===== config.mk =====
export PLATFORM = sky130hd
export DESIGN_NAME = clk_div_prog
export DESIGN_NICKNAME = d
export VERILOG_FILES = /design/src/rtl/clk_div_prog.sv
export SDC_FILE = /design/constraint.sdc
export NUM_CORES = 1
export LEC_CHECK = 0
export CELL_PAD_IN_SITES_DETAIL_PLACEMENT = 0
export CELL_PAD_IN_SITES_GLOBAL_PLACEMENT = 1
export CORE_AREA = 2 2 62 64
export DETAILED_ROUTE_END_ITERATION = 16
export DIE_AREA = 0 0 64 66
export PLACE_DENSITY_LB_ADDON = 0.25
export SYNTH_ARGS = -nofsm -noshare
export SYNTH_HDL_FRONTEND = slang
export SYNTH_SLANG_ARGS = --single-unit

===== constraint.sdc =====
create_clock -name i_ref_clk -period 2.75 [get_ports i_ref_clk]
set_input_delay 0.55 -clock i_ref_clk [delete_from_list [all_inputs] [get_ports i_ref_clk]]
set_output_delay 0.55 -clock i_ref_clk [all_outputs]
set_load 0.02 [all_outputs]

===== src/rtl/clk_div_prog.sv =====
// clk_div_prog: runtime-programmable integer clock divider for the UART baud
// clock tree. It divides i_ref_clk by an active ratio N_act, which is reloaded
// from i_div_ratio only at period boundaries. Ratios 0/1, or i_clk_en=0,
// select bypass, where o_div_clk follows i_ref_clk.
//
// Optional build macro: CLK_DIV_PROG_ODD_DUTY50_EN
//   When this macro is defined, a negedge flop stretches the high phase of
//   odd ratios by half a reference period, which gives exactly 50% duty.
//   When it is undefined, odd ratios run (N-1)/2 high and (N+1)/2 low.
//
// Reset is asynchronous-assert, active-low. The upstream reset synchroniser
// is expected to release i_rst_n synchronously to i_ref_clk, so the first
// enabled posedge after release can safely act as a period boundary.

module clk_div_prog #(
    parameter int RATIO_WIDTH = 8,
    parameter int RST_RATIO   = 2
) (
    input  logic                   i_ref_clk,
    input  logic                   i_rst_n,
    input  logic                   i_clk_en,
    input  logic [RATIO_WIDTH-1:0] i_div_ratio,
    output logic                   o_div_clk,
    output logic                   o_div_active,
    output logic                   o_period_start
);

    typedef enum logic {
        ST_BYPASS = 1'b0,
        ST_DIVIDE = 1'b1
    } state_t;

    state_t                 state_q;
    state_t                 state_d;

    logic [RATIO_WIDTH-1:0] cnt_q;
    logic [RATIO_WIDTH-1:0] cnt_d;
    logic [RATIO_WIDTH-1:0] ratio_q;
    logic [RATIO_WIDTH-1:0] ratio_d;
    logic                   div_q;
    logic                   div_d;
    logic                   start_q;
    logic                   start_d;

    logic [RATIO_WIDTH-1:0] half_ratio;
    logic [RATIO_WIDTH-1:0] last_cnt;
    logic [RATIO_WIDTH-1:0] cnt_inc;
    logic                   boundary;
    logic                   ratio_divides;
    logic                   div_out;

    // Length of the high phase, and the last count of the current period.
    // N_act is always >= 2 while dividing, so last_cnt cannot underflow
    // when it matters.
    assign half_ratio    = ratio_q >> 1;
    assign last_cnt      = ratio_q - RATIO_WIDTH'(1);
    assign cnt_inc       = cnt_q + RATIO_WIDTH'(1);

    // A requested ratio of 0 or 1 means "pass the reference clock through".
    assign ratio_divides = (i_div_ratio >= RATIO_WIDTH'(2));

    // While bypassing, every enabled edge is a candidate boundary, because
    // the ratio is re-sampled on each posedge. While dividing, only the wrap
    // edge is a boundary, and the divided register is already low there.
    // That is what keeps ratio changes free of runt pulses.
    assign boundary = i_clk_en && ((state_q == ST_BYPASS) || (cnt_q == last_cnt));

    // Mode state register: dividing versus bypassing.
    always_ff @(posedge i_ref_clk or negedge i_rst_n) begin
        if (!i_rst_n) begin
            state_q <= ST_BYPASS;
        end else begin
            state_q <= state_d;
        end
    end

    // Next mode: disabling forces bypass; otherwise the mode is decided only at a boundary.
    always_comb begin
        state_d = state_q;
        if (!i_clk_en) begin
            state_d = ST_BYPASS;
        end else if (boundary) begin
            state_d = ratio_divides ? ST_DIVIDE : ST_BYPASS;
        end
    end

    // Next counter, active ratio, divided level and period-start pulse.
    always_comb begin
        cnt_d   = cnt_q;
        ratio_d = ratio_q;
        div_d   = div_q;
        start_d = 1'b0;
        if (!i_clk_en) begin
            cnt_d = '0;
            div_d = 1'b0;
        end else if (boundary) begin
            // A new period starts here when the sampled ratio divides.
            // A sampled ratio that does not divide holds everything at idle.
            ratio_d = i_div_ratio;
            cnt_d   = '0;
            div_d   = ratio_divides;
            start_d = ratio_divides;
        end else begin
            cnt_d = cnt_inc;
            div_d = (cnt_inc < half_ratio);
        end
    end

    // Datapath registers: all updates happen on the reference posedge.
    always_ff @(posedge i_ref_clk or negedge i_rst_n) begin
        if (!i_rst_n) begin
            cnt_q   <= '0;
            ratio_q <= RATIO_WIDTH'(RST_RATIO);
            div_q   <= 1'b0;
            start_q <= 1'b0;
        end else begin
            cnt_q   <= cnt_d;
            ratio_q <= ratio_d;
            div_q   <= div_d;
            start_q <= start_d;
        end
    end

`ifdef CLK_DIV_PROG_ODD_DUTY50_EN
    logic neg_q;
    logic neg_d;

    // Half-cycle stretch for odd ratios. neg_q captures the high level at the
    // negedge of the last high cycle. It then keeps o_div_clk high through
    // the first half of the next cycle.
    always_comb begin
        neg_d = (state_q == ST_DIVIDE) && ratio_q[0] && div_q;
    end

    // Negedge stretch register.
    always_ff @(negedge i_ref_clk or negedge i_rst_n) begin
        if (!i_rst_n) begin
            neg_q <= 1'b0;
        end else begin
            neg_q <= neg_d;
        end
    end

    assign div_out = div_q | neg_q;
`else
    assign div_out = div_q;
`endif

    // Output mux. The bypass path is gated by reset so that the output sits
    // low while reset is asserted.
    always_comb begin
        o_div_active   = (state_q == ST_DIVIDE);
        o_period_start = start_q;
        o_div_clk      = (state_q == ST_DIVIDE) ? div_out : (i_ref_clk & i_rst_n);
    end

endmodule


* Word-level counts from Yosys, hierarchy flattened
Index checks and enable logic that the tools add are counted.
** Storage, ports and cells
- Bits in registers :: 19
- Output and inout bits :: 3
- Logic and storage cells :: 26
** Cells by class
- Add/subtract/negate cells :: 2
- Magnitude comparators :: 2
- Eq/ne operators :: 2
- Muxes and demuxes :: 10
- Bitwise gates (word level) :: 2
- Reduce and logical (&&, ||, !) cells :: 3
** Operators with widths (count)
- 8-bit two-way mux :: 2
- 8-bit by 1-bit adder with 8-bit output, second input constant :: 1
- 8-bit equality test :: 1
- 8-bit by 2-bit greater-or-equal comparator with 1-bit output, second input constant :: 1
- 8-bit by 7-bit < comparator with 1-bit output :: 1
- 1-bit two-way mux :: 8
- 8-bit by 1-bit subtractor with 8-bit output, second input constant :: 1
- 2-bit by 1-bit inequality test with 1-bit output, second input constant :: 1
- 2-bit AND reduction :: 1
- 1-bit bitwise AND :: 1
- 1-bit logical AND :: 1
- 1-bit logical OR :: 1
- 1-bit NOT :: 1

* Logic depth before layout (Yosys ltp)
- Depth in word-level cells :: 6
- Depth in mapped cells :: 9
- Mapped depth without buffers :: 8

==> run summary <==
Status - finished, final reports clean
Worst EP required - 2.20 ns
Vias in the first global route - 1,306
Congestion Overflow GR - 0
CP max stage delay - 0.35 ns
Starting Density - 41.86%
Antenna diode instance count - 0
Clock skew - 0.01201 ns
Cell Pwr Density - 384.7 nW/um^2
Cell Count, Final, Fillers Out - 225
Met2 GRT Util - 28.78%
Final setup viols - 0
CP max stage cell - dlygate4sd2_1
Yosys reg bits - 19
Syn. warnings - 0
FF+latch area - 476.7 sq um
Post-CTS Setup Bufs - 0
Buffers and inverters on the worst path - 3
Dpl hpwl - 2653 um
Rows - 22
Post-synthesis compound-gate area fraction - 17.68%
Syn Nets - 179
Max VDD drop - 0.2086 mV
First-pass GRT wire length - 6175 um
P_leak - 0.7698 nW
Total Nets Final - 197
Pre-CTS setup slack - 0.1825 ns
Worst Tran Pin Value - 0.5407 ns
CP Max Fanout - 2
Die area - 4224 sq um
Post-Syn Instances - 160
Largest net degree at the start of global routing - 20
Sequential area share after synthesis - 32.07%
Syn Std Cell Area - 1486 sq um
Final core occ - 47.99%
WP data arrival - 2.09 ns
Vias per std cell - 5.818
Via Count - 1,309
Global Route met1 Usage - 25.72%
Design Area, Final - 1704 sq um
TritonCTS clock tree - done
Detailed Routing Iterations Pass 1 - 6
Die height - 66 um
Routed Antenna Nets - 0
Final Worst Setup Slack - 0.1089 ns
Clk Latency, worst-skew pair - 0.41 ns
Crit start category - clock port
Setup TNS - 0 ns
Hold buffer count at CTS - 0
Fill count - 345
CP delay by family, top - buffers and inverters
Design Power - 0.6557 mW
GR peak layer - met2
Met3 GRT Util - 5.963%
Largest family of logic cells by synthesized area - simple AND/OR/NAND/NOR gates
CTS-repair resized insts - 1
Simple-gate area share of the yosys netlist - 27.78%
Crit-path cells - clkbuf_4 -> clkbuf_4 -> nand2_1 -> o21ai_0 -> dlygate4sd2_1
Synth unique cells - 42
Synth area leaders - dfrtp_1 30%, ha_1 6.7%, a222oi_1 5.4%
Max-slew headroom - 62.92%
Most frequent CP cell - clkbuf_4
Residual DRC - 0
Die W - 64 um
Share of layout cells above drive strength 1 - 12.43%
CP Capture Type - primary output
Dpl cell area - 1648 sq um
Ports - 14
Clock transition at the registers of the reported paths - 0.12 ns
Drt wl/cell - 16.17 um
Iter 0 DRT Violations - 144
Final hold vios - 0
Area of the multi-input gates - 917.1 sq um
RSZ-0062 raised after global routing - false
Crit path kind - clock port to primary output
GRT Overall Usage - 19.33%
Port Buffers - 13
Gp weighted congestion - 0.8335
Antenna violations before repair - 0
Synth Area in Adders - 6.734%
Post-synth top area share - 30.30%
Worst hold slack - 0.5473 ns
Placed Instances - 217
Portion of netlist area occupied by mux cells - 0.6734%
Max_cap viols - 0
Worst hold-check path type - primary input to asynchronous set/reset pin
DRT Wirelength - 3638 um
Synth area leader - dfrtp_1
Mapped Avg Cell Area - 9.290 sq um
Synth Area in XOR/XNOR - 8.838%
Area growth syn-to-layout - 14.65%
Core ar. - 3551 sq um
Final Max Slew Viols - 0
## routing by layer
layer / up-vias / routed length [um]
li1: 630 / -
met1: 623 / 1627
met2: 49 / 1716
met3: 7 / 251
met4: 0 / 43
met5: - / 0
## final cells by class
class / instances / area share, %
sequential: 19 / 27.97
clock inverter: 1 / 0.2937
clock buffer: 7 / 3.157
tap: 48 / 3.524
multi-input combinational: 124 / 53.82
timing repair buffer: 17 / 9.251
inverter: 9 / 1.982
## synth_stat cells (all sizes together)
| cell type | number |
|---|---|
| dfrtp | 18 |
| nand2 | 14 |
| nand3 | 12 |
| inv | 9 |
| o21ai | 9 |
| or4 | 9 |
| a222oi | 8 |
| and2 | 8 |
| ha | 8 |
| xnor2 | 8 |
| xor2 | 7 |
| buf | 6 |
| nor2 | 6 |
| nor2b | 5 |
| a21oi | 4 |
| and3 | 4 |
| nor3 | 4 |
| a21o | 2 |
| clkbuf | 2 |
| nand4b | 2 |
| o211ai | 2 |
| a211oi | 1 |
| a22oi | 1 |
| and4 | 1 |
| dfstp | 1 |
| mux2i | 1 |
| nand3b | 1 |
| nand4 | 1 |
| nor4 | 1 |
| o2111ai | 1 |
| o22ai | 1 |
| o311ai | 1 |
| o31a | 1 |
| o41ai | 1 |
## worst reg2reg max path: cells and delay by family (launching register included)
kind                       cells  cell delay [ns]
AOI/OAI and AO/OA              2             0.72
DFF                            1             0.60
and+or+nand+nor                2             0.55
adders and majority gates      1             0.28
xor gates and xnor gates       1             0.13
buffers and inverters          1             0.05
## path summary, 6_finish.rpt
kind | start | to | slack, ns | cells after the start
setup / recovery | i_ref_clk | o_div_clk | 0.11 | 5
hold / removal | i_rst_n | ratio_q[4] | 0.55 | 2
setup reg to reg | ratio_q[1] | div_out | 0.26 | 7
hold reg to reg | cnt_q[0] | cnt_q[0] | 0.59 | 1
max in group asynchronous | i_rst_n | ratio_q[1] | 1.94 | 2
min in group i_ref_clk | cnt_q[0] | cnt_q[0] | 0.59 | 1
## flip-flops by register name, indices dropped and copies added, names as in the netlist
name,flops
cnt_q,8
ratio_q,8
div_out,1
o_div_active,1
o_period_start,1
## power by group
group	switching, mW	internal, mW	total (mW)
combinational	0.0602	0.0586	0.119
sequential	0.0252	0.291	0.317
clock	0.113	0.107	0.220
## placed cells by master (no fill, tap or decap), drive strengths merged
cell           count
a211oi             1
a21o               2
a21oi              4
a222oi             8
a22oi              1
and2               8
and3               4
and4               1
buf                5
clkbuf             6
clkdlybuf4s50     12
clkinv             1
dfrtp             18
dfstp              1
dlygate4sd2        1
ha                 8
inv                9
mux2i              1
nand2             14
nand3             12
nand3b             1
nand4              1
nand4b             2
nor2               6
nor2b              5
nor3               4
nor4               1
o2111ai            1
o211ai             2
o21ai              9
o22ai              1
o311ai             1
o31a               1
o41ai              1
or4                9
xnor2              8
xor2               7
## logic make-up after synthesis
logic type	count (synthesis)
multiplexers	1
flip-flops	19
XOR/XNOR	15
buffers and inverters	17
adder cells (fa/ha/maj)	8
AND/OR/NAND/NOR	68
AO/OA/AOI/OAI	32
Note: power is estimated with default switching activity, not from simulation.
